<file path="config.mk">
export PLATFORM = sky130hd
export DESIGN_NAME = serial_adder_ctrl
export DESIGN_NICKNAME = d
export VERILOG_FILES = /design/src/rtl/serial_adder_ctrl.sv
export SDC_FILE = /design/constraint.sdc
export NUM_CORES = 1
export LEC_CHECK = 0
export BUFFER_PORTS_ARGS = -buffer_cell sky130_fd_sc_hd__buf_2
export CAP_MARGIN = 20
export CORE_UTILIZATION = 50
export DETAILED_ROUTE_END_ITERATION = 10
export PLACE_DENSITY = 0.74
export SLEW_MARGIN = 20
export SYNTH_ARGS = -nofsm -noshare
export SYNTH_HDL_FRONTEND = slang
export SYNTH_SLANG_ARGS = --single-unit
</file>
<file path="constraint.sdc">
create_clock -name clk -period 2.3 [get_ports clk]
set_input_delay 0.23 -clock clk [delete_from_list [all_inputs] [get_ports clk]]
set_output_delay 0.23 -clock clk [all_outputs]
set_load 0.005 [all_outputs]
</file>
<file path="src/rtl/serial_adder_ctrl.sv">
`default_nettype none
// ============================================================================
// Module  : serial_adder_ctrl
// Purpose : Bit-serial adder controller driving an external 1-bit full adder.
// Revision: 1.0
// ============================================================================

module serial_adder_ctrl #(
    parameter int WIDTH = 8
) (
    input  logic             clk,
    input  logic             rst_n,
    input  logic             start,
    input  logic [WIDTH-1:0] a,
    input  logic [WIDTH-1:0] b,
    input  logic             cin,
    output logic [2:0]       fa_in,
    input  logic             fa_sum,
    input  logic             fa_carry,
    output logic             busy,
    output logic             done,
    output logic [WIDTH-1:0] sum,
    output logic             cout
);

    localparam int CNT_W = (WIDTH > 1) ? $clog2(WIDTH) : 1;
    localparam logic [CNT_W-1:0] CNT_LAST = CNT_W'(WIDTH - 1);

    typedef enum logic [1:0] {
        S_IDLE = 2'd0,
        S_RUN  = 2'd1,
        S_DONE = 2'd2
    } state_t;

    state_t             state_q, state_d;
    logic [WIDTH-1:0]   a_sh_q, a_sh_d;
    logic [WIDTH-1:0]   b_sh_q, b_sh_d;
    logic               c_q, c_d;
    logic [WIDTH-2:0]   sum_sh_q, sum_sh_d;
    logic [CNT_W-1:0]   cnt_q, cnt_d;
    logic [WIDTH-1:0]   sum_q, sum_d;
    logic               cout_q, cout_d;
    logic [WIDTH-1:0]   w_sum_next;

    // Only the upper WIDTH-1 partial-sum bits are stored; the LSB slot would
    // be shifted out on the same edge it is filled.
    assign w_sum_next = {fa_sum, sum_sh_q};

    always_comb begin
        state_d  = state_q;
        a_sh_d   = a_sh_q;
        b_sh_d   = b_sh_q;
        c_d      = c_q;
        sum_sh_d = sum_sh_q;
        cnt_d    = cnt_q;
        sum_d    = sum_q;
        cout_d   = cout_q;
        fa_in    = 3'b000;
        busy     = 1'b0;
        done     = 1'b0;

        case (state_q)
            S_IDLE: begin
                if (start) begin
                    a_sh_d   = a;
                    b_sh_d   = b;
                    c_d      = cin;
                    sum_sh_d = '0;
                    cnt_d    = '0;
                    state_d  = S_RUN;
                end
            end
            S_RUN: begin
                busy     = 1'b1;
                fa_in    = {a_sh_q[0], b_sh_q[0], c_q};
                sum_sh_d = w_sum_next[WIDTH-1:1];
                c_d      = fa_carry;
                a_sh_d   = {1'b0, a_sh_q[WIDTH-1:1]};
                b_sh_d   = {1'b0, b_sh_q[WIDTH-1:1]};
                if (cnt_q == CNT_LAST) begin
                    sum_d   = w_sum_next;
                    cout_d  = fa_carry;
                    state_d = S_DONE;
                end else begin
                    cnt_d = cnt_q + 1'b1;
                end
            end
            S_DONE: begin
                done    = 1'b1;
                state_d = S_IDLE;
            end
            default: state_d = S_IDLE;
        endcase
    end

    always_ff @(posedge clk or negedge rst_n) begin
        if (!rst_n) begin
            state_q  <= S_IDLE;
            a_sh_q   <= '0;
            b_sh_q   <= '0;
            c_q      <= 1'b0;
            sum_sh_q <= '0;
            cnt_q    <= '0;
            sum_q    <= '0;
            cout_q   <= 1'b0;
        end else begin
            state_q  <= state_d;
            a_sh_q   <= a_sh_d;
            b_sh_q   <= b_sh_d;
            c_q      <= c_d;
            sum_sh_q <= sum_sh_d;
            cnt_q    <= cnt_d;
            sum_q    <= sum_d;
            cout_q   <= cout_d;
        end
    end

    assign sum  = sum_q;
    assign cout = cout_q;

endmodule

`default_nettype wire

</file>
=== After elaboration in Yosys (flattened, before gate mapping) ===
Index checks and enable logic that the tools add are counted.

* $add $sub $neg: 1
* Muxes and demuxes: 17
* Reductions and logical operators: 6
* Equality and inequality tests: 6

{| class="wikitable"
|+ Operator list
! cell !! count
|-
| $pmux W8 S2 || 2
|-
| $mux W8 || 2
|-
| $pmux W7 S2 || 1
|-
| $mux W3 || 3
|-
| $mux W7 || 1
|-
| $ne A2 B2 Y1 const B || 3
|-
| $pmux W3 S2 || 1
|-
| $reduce_and A2 Y1 || 3
|-
| $mux W2 || 2
|-
| $pmux W2 S2 || 1
|-
| $add A3 B1 Y3 const B || 1
|-
| $eq A3 B3 Y1 const B || 1
|-
| $mux W1 || 3
|-
| $reduce_and A3 Y1 || 1
|-
| $eq A2 B1 Y1 const B || 1
|-
| $eq A2 B2 Y1 const B || 1
|-
| $logic_not A2 Y1 || 1
|-
| $pmux W1 S2 || 1
|-
| $reduce_bool A2 Y1 || 1
|}

* Output and inout bits: 14
* Register bits after elaboration: 38

=== Depth between registers and ports, before layout ===
Gate-level depths: netlist of the first run.

* Word-level depth: 3
* Depth in mapped cells: 5

=== Worst setup path before layout of the first run ===
Ideal clock, no wire load.

* Path kind: reg2reg
* From: register cnt_q[0]
* To: register cout_q, in the netlist cout
* Period minus slack after synthesis: 1.493 ns
* Setup time: 0.125 ns
* Stages on the path, launching flop included: 6
* Arrival: 1.369 ns
* Slack: 0.807 ns
* Path buffers: 1
* Cell sequence: dfrtp_1 > ha_1 > ha_1 > nand3b_1 > buf_4 > mux2_2

* Longest elaborated chain between the ends: 2

{| class="wikitable"
|+ Ends and longest elaborated chain
! element !! line !! RTL
|-
| start, declared || 40 || <nowiki>logic [CNT_W-1:0] cnt_q, cnt_d;</nowiki>
|-
| start signal, assigned || 112 || <nowiki>cnt_q <= cnt_d;</nowiki>
|-
| $eq A3 B3 Y1 || 80 || <nowiki>if (cnt_q == CNT_LAST) begin</nowiki>
|-
| $reduce_and A2 Y1 (no line) || n/a ||
|-
| end signal, assigned || 114 || <nowiki>cout_q <= cout_d;</nowiki>
|-
| end, declared || 42 || <nowiki>logic cout_q, cout_d;</nowiki>
|}

No other way between the ends.
A chain may end at the register's enable or synchronous reset.

=== Worst setup path in the final report of the first run ===
* From: register state_q[1]
* To: output fa_in[0]

* Longest elaborated chain between the ends: 2

{| class="wikitable"
|+ Ends and longest elaborated chain
! element !! line !! RTL
|-
| start, declared || 35 || <nowiki>state_t state_q, state_d;</nowiki>
|-
| start signal, assigned || 107 || <nowiki>state_q <= state_d;</nowiki>
|-
| $eq A2 B1 Y1 || 62 || <nowiki>case (state_q)</nowiki>
|-
| $mux W3 || 62 ||
|-
| end, declared || 17 || <nowiki>output logic [2:0] fa_in,</nowiki>
|}

No other way between the ends.

==> out/qor.yml, run 1 <==
status: "finished, violations left"
violations: "hold timing"
synth_edf_count: 0
cts.clk_slew.worst_paths_ns: 0.10
fin_skew_ns: 0.00676
setup_ws_ns: 0.395
drive_gt1_share_pct: 37.8
dp_hpwl_um: 2260
cts_max_path_buffers: 2
dp_cells: 211
fmax_mhz: 525
yosysWarningCount: 0
grt.total_usage_pct: 20.5
wirelength_um: 3370
maxCapViolations: 0
placed_area_sq_um: 1950
initial_core_util_pct: 52.6
grt-ovfl-total: 0
root_buffer: "clkbuf_4"
vias_per_cell: 5.70
report.final.hold_viol_count: 38
p_per_area_nw_per_um2: 1200
ys_ff_latch: 38
drt_iter0_drc: 29
place_congestion: 0.705
slew_headroom_pct: 46.2
min_period_ns: 1.91
die_h_um: 61.5
fp.dieArea_sq_um: 3780
cts_tree: "built"
p_leak_uw: 0.000955
antenna_found_initial: 0
setup_tns_ns: 0
peakVddDrop_mv: 0.510
postRouteAntennaNets: 0
min_path_type: "primary input to async pin"
cp_max_fo: 17
worstSkewPairLatency_ns: 0.33
rsz0062_at_grt: "no"
cp.required_ns: 2.07
fin_cells: 218
tightest_slew_ns: 0.807
synth.avg_cell_area_sq_um: 12.6
htreeDepth: 2
remaining_drc_errors: 0
setup_viol: 0
design_area_sq_um: 1990
synth_cell_types: 29
cp-start-kind: "flip-flop"
routedWlPerCell_um: 15.4
whs_ns: -0.0149
num_vias: 1243
clock_sinks: 38
final_common_cell: "dfrtp_1"
ys_seq_area_share_pct: 53.8
nets: 196
ios: 36
antennaDiodeCount: 0
slew_viol_final: 0
endpoint_kind: "output pin"
cp.arrival_ns: 1.68
syn_area_sq_um: 1770
critPathKind: "flip-flop to output pin"
post-route-period-util_pct: 82.8
postCtsHoldBufs: 0
grt_pass1_wl_um: 5530
numCtsBuffers: 5
io_buffers: 35
first_pass_iters: 4
final_cell_mix: "dfrtp_1, buf_2, inv_1, or4b_1, o221a_2"
place_ws_ns: 0.508
ctsResizeCount: 0
ys_async_sr_fraction_pct: 100
syn2layout_area_growth_pct: 12.6
synthFlopType: "dfrtp_1"
num_rows: 21
grt_max_degree: 39
syn_nets: 164
r2r_cells: 4
fp.coreArea_sq_um: 3360
die_w_um: 61.5
grt_pass1_vias: 1182
syn_inst: 140
cts_setup_buffers: 0
[logic make-up after synthesis]
| group | synth area share (%) |
|---|---|
| muxes | 5.73 |
| buffers and inverters | 6.51 |
| adders and majority gates | 1.42 |
| DFF | 53.8 |
| AOI/OAI and AO/OA | 16.0 |
| and+or+nand+nor | 16.6 |
[metal layers]
layer	share of wire, %	track usage, %	wire (um)	vias to the layer above
met5	0	0	0	-
met4	1.4	6.98	46	0
met3	3.5	6.72	118	6
met2	48	32.5	1620	26
met1	47	26.6	1580	614
li1	-	-	-	597
[through the flow]
stage          utilization, %  power [uW]
2_1_floorplan               -        1820
3_3_place_gp             57.8        2020
3_5_place_dp             57.8        2090
4_1_cts                  59.2        2410
5_1_grt                  59.2        2580
6_report                 59.2        2380
[Yosys cell counts (all sizes together) (2+ instances only)]
library cell / count / area [sq um]
dfrtp: 38 / 951
inv: 10 / 37.5
o221a: 10 / 113
or4b: 10 / 100
buf: 9 / 62.6
mux2: 9 / 101
a22o: 7 / 61.3
nor3b: 6 / 45.0
nor4b: 5 / 43.8
a211oi: 4 / 30.0
clkbuf: 4 / 15.0
nand2b: 4 / 25.0
nand3: 3 / 15.0
o221ai: 3 / 26.3
a211o: 2 / 17.5
and2: 2 / 12.5
ha: 2 / 25.0
nand2: 2 / 7.51
nor4bb: 2 / 20.0
[worst max-delay path, cell delays in order (launching register included)]
cell,delay (ns)
dfrtp_1,0.55
nand2b_1,0.23
inv_1,0.28
and2_1,0.17
buf_2,0.10
[where the power goes]
group          switching, uW  leakage (uW)  internal (uW)
Clock                    194     0.0000254            115
Combinational            406      0.000462            495
Sequential               209      0.000468            961
Total                    809      0.000955           1570
[area by class of cell]
cell class | count | area, sq um
Timing Repair Buffer | 38 | 198
Fill cell | 305 | 1370
Multi-Input combinational cell | 79 | 702
Tap cell | 46 | 57.6
Sequential cell | 38 | 951
Inverter | 10 | 37.5
Clock buffer | 7 | 45.0
[final timing paths]
| kind | to | slack (ns) | from |
|---|---|---|---|
| setup reg to reg | cout | 0.47 | cnt_q[0] |
| hold / removal | a_sh_q[4] | -0.01 | rst_n |
| max in group asynchronous | sum_sh_q[0] | 1.81 | rst_n |
| setup / recovery | fa_in[0] | 0.39 | state_q[1] |
| hold reg to reg | sum[0] | 0.51 | sum[0] |
| min in group clk | sum_sh_q[6] | 0.14 | fa_sum |
[registers in the layout (all words and copies together) (netlist names)]
register	cells
a_sh_q	8
b_sh_q	8
c_q	1
cnt_q	3
cout	1
state_q	2
sum	8
sum_sh_q	7
Note: power is estimated with default switching activity, not from simulation.
==> run 2: changes to the inputs <==
--- a/config.mk
+++ b/config.mk
@@ -5,6 +5,7 @@
 export SDC_FILE = /design/constraint.sdc
 export NUM_CORES = 1
 export LEC_CHECK = 0
+export ABC_AREA = 1
 export BUFFER_PORTS_ARGS = -buffer_cell sky130_fd_sc_hd__buf_2
 export CAP_MARGIN = 20
 export CORE_UTILIZATION = 50
==> constraint.sdc (replaced) <==
create_clock -name clk -period 1.8 [get_ports clk]
set_input_delay 0.18 -clock clk [delete_from_list [all_inputs] [get_ports clk]]
set_output_delay 0.18 -clock clk [all_outputs]
set_load 0.005 [all_outputs]
==> run 2 against run 1 <==
  * The flow now finishes without violations
  * Worst setup slack worse by 0.29 ns
  * Sequential power up 21%
  * Power up 35%
==> out/qor.yml, run 2 <==
status: "finished clean"  # was finished, violations left
antenna_found_initial: 0  # unchanged
drive_gt1_share_pct: 25.9  # was 37.8%
cpPeakStageDelay_ns: 0.50  # was 0.55 ns
cp-start-kind: "flip-flop"  # unchanged
yosysWarningCount: 0  # unchanged
io_buffers: 35  # unchanged
syn_inst: 202  # was 140
postRouteAntennaNets: 0  # unchanged
tightest_slew_ns: 0.464  # was 0.807 ns
post-route-period-util_pct: 94.1
die_h_um: 61.4  # was 61.5 um
fp.dieArea_sq_um: 3770  # was 3780 sq um
peakVddDrop_mv: 0.827  # was 0.510 mV
first_pass_iters: 4  # unchanged
cp_top_family: "flip-flops"  # unchanged
r2r_cells: 6  # was 4
numCtsBuffers: 5  # unchanged
min_path_type: "primary input to flip-flop"  # was primary input to async pin
final_cell_mix: "nand2_1, nand3_1, dfrtp_1, buf_2, inv_1"  # was dfrtp_1, buf_2, inv_1, or4b_1, o221a_2
hold_path_end: "b_sh_q[7]"
min_path_cells: 3
routedWlPerCell_um: 12.0  # was 15.4 um
synth_cell_types: 18  # was 29
path_cells: "inv_2 -> nor2_4 -> buf_4 -> buf_2"  # was nand2b_1 -> inv_1 -> and2_1 -> buf_2
drt_iter0_drc: 104  # was 29
cts_max_path_buffers: 2  # unchanged
cp_max_fo: 14  # was 17
fin_skew_ns: 0.00845  # was 0.00676 ns
vias_per_cell: 4.92  # was 5.70
syn_area_sq_um: 1770  # about the same
cp.arrival_ns: 1.51  # was 1.68 ns
cts.clk_slew.worst_paths_ns: 0.11  # was 0.10 ns
nets: 262  # was 196
rsz0062_at_grt: "no"  # unchanged
setup_viol: 0  # unchanged
grt.total_usage_pct: 21.6  # was 20.5%
root_buffer: "clkbuf_4"  # unchanged
ys_top_cells_by_count: "nand2_1, nand3_1, dfrtp_1"  # was dfrtp_1, inv_1, o221a_2, or4b_1, mux2_2
fmax_mhz: 591
critPathKind: "flip-flop to output pin"  # unchanged
synth.avg_cell_area_sq_um: 8.74  # was 12.6 sq um
place_ws_ns: 0.361  # was 0.508 ns
dp_hpwl_um: 2380  # was 2260 um
grt_max_degree: 27  # was 39
remaining_drc_errors: 0  # unchanged
grt_pass1_vias: 1329  # was 1182
ys_ff_latch: 38  # unchanged
crit-reg2reg-launch: "cnt_q[0]"  # unchanged
grt-ovfl-total: 0  # unchanged
cts_setup_buffers: 0  # unchanged
cp.required_ns: 1.62  # was 2.07 ns
num_vias: 1402  # was 1243
setup_ws_ns: 0.107  # was 0.395 ns
clock_sinks: 38  # unchanged
setup_tns_ns: 0  # unchanged
r2r_end: "sum[7]"  # was cout
place_congestion: 0.773  # was 0.705
synth_area_leaders: "dfrtp_1, nand3_1, nand2_1, inv_1, o21ai_2"  # was dfrtp_1, o221a_2, mux2_2, or4b_1, a22o_1
min_period_ns: 1.69
synthFlopType: "dfrtp_1"  # unchanged
cp.depth: 4  # unchanged
num_rows: 21  # unchanged
p_leak_uw: 0.00111  # was 0.000955 uW
antennaDiodeCount: 0  # unchanged
critPathSlowestCell: "dfrtp_2"  # was dfrtp_1
slew_headroom_pct: 69.1  # was 46.2%
grt_pass1_wl_um: 5720  # was 5530 um
syn2layout_area_growth_pct: 16.2  # was 12.6%
worstSkewPairLatency_ns: 0.35  # was 0.33 ns
die_w_um: 61.4  # was 61.5 um
worstHoldStart: "b[7]"
yosysMostFrequentCell: "nand2_1"  # was dfrtp_1
syn_nets: 226  # was 164
synth_top_area_cell: "dfrtp_1"  # unchanged
cts_tree: "built"  # unchanged
synth_top_cell_area_share_pct: 53.9  # was 53.8%
r2r_slack_ns: 0.42  # was 0.47 ns
synth_edf_count: 0  # unchanged
ios: 36  # unchanged
htreeDepth: 2  # unchanged
report.final.hold_viol_count: 0  # was 38
initial_core_util_pct: 52.5  # was 52.6%
fp.coreArea_sq_um: 3360  # unchanged
final_common_cell: "nand2_1"  # was dfrtp_1
ys_async_sr_fraction_pct: 100  # unchanged
path_buf_inv: 3  # was 2
slew_viol_final: 0  # unchanged
endpoint_kind: "output pin"  # unchanged
p_per_area_nw_per_um2: 1560  # was 1200 nW/um^2
wirelength_um: 3420  # was 3370 um
ys_seq_area_share_pct: 53.9  # was 53.8%
maxCapViolations: 0  # unchanged
run 2: cell count changes after synthesis, sizes merged, moves of 5 or more:
cell   delta
nand3    +40
o21ai    +16
mux2      -9
or4b     -10
inv      +16
nor2      +7
nor4b     -5
nand2    +54
a22o      -7
o221a    -10
nor3b     -6
run 2: report_power, final:
part	internal (uW)	switching, uW	total, uW
Combinational	483	731	1210
Sequential	1210	208	1420
Clock	287	283	571
run 2: metal layers:
metal  up-vias  global-route usage [%]  share of wire (%)
li1        720                       -                  -
met1       647                    28.5                 46
met2        26                    33.5                 47
met3         9                    4.62                4.2
met4         0                    11.7                2.2
met5         -                       0                  0
run 2: what timing repair did:
item / in CTS / in global routing
gates resized for setup: 1 / 1
setup endpoints to repair: 1 / 1
hold endpoints to repair: 19 / 0
hold buffers: 1 / 0
run 2: kinds of logic (layout without fill, tap and decap cells):
family,Yosys count,count (layout),share of synthesized area (%)
simple gates,111,111,29.2
buf+inv,35,72,9.28
flops,38,38,53.9
compound gates,16,16,6.24
fa+ha+maj,2,2,1.42
run 2: metrics by stage:
stage / instance area (sq um) / utilization [%] / hold WS, ns / cells / power [uW]
finish: 2050 / 61.0 / 0.0172 / 285 / 3210
global route: 2050 / 61.0 / 0.0233 / 285 / 3510
CTS: 2050 / 60.9 / 0.00991 / 285 / 3250
detailed placement: 1960 / 58.3 / 0.165 / 276 / 2660
global placement: 1960 / 58.3 / 0.164 / 276 / 2620
floorplan: 1770 / - / -0.116 / 202 / 2330
run 2: worst min-delay path: stages:
cell and delay [ns]:
buf_2 0.07, nand2_1 0.04, nand2_1 0.04
run 2: worst max path at each step:
stage | endpoint | slack [ns] | start
2_1_floorplan | sum[7] | 0.58 | cnt_q[0]
3_5_place_dp | busy | 0.36 | state_q[0]
4_1_cts | busy | 0.08 | state_q[0]
3_3_place_gp | a_sh_q[7] | 0.42 | state_q[1]
6_report | busy | 0.11 | state_q[0]
5_1_grt | busy | 0.01 | state_q[0]
run 2: layout make-up:
type                    instances  area (sq um)
repair buffers                 38           213
clock inverters                 3          40.0
clock buffers                   5          37.5
fillers                       333          1310
multi-input cells             129           651
inverters                      26           100
well taps                      46          57.6
flip-flops and latches         38           952
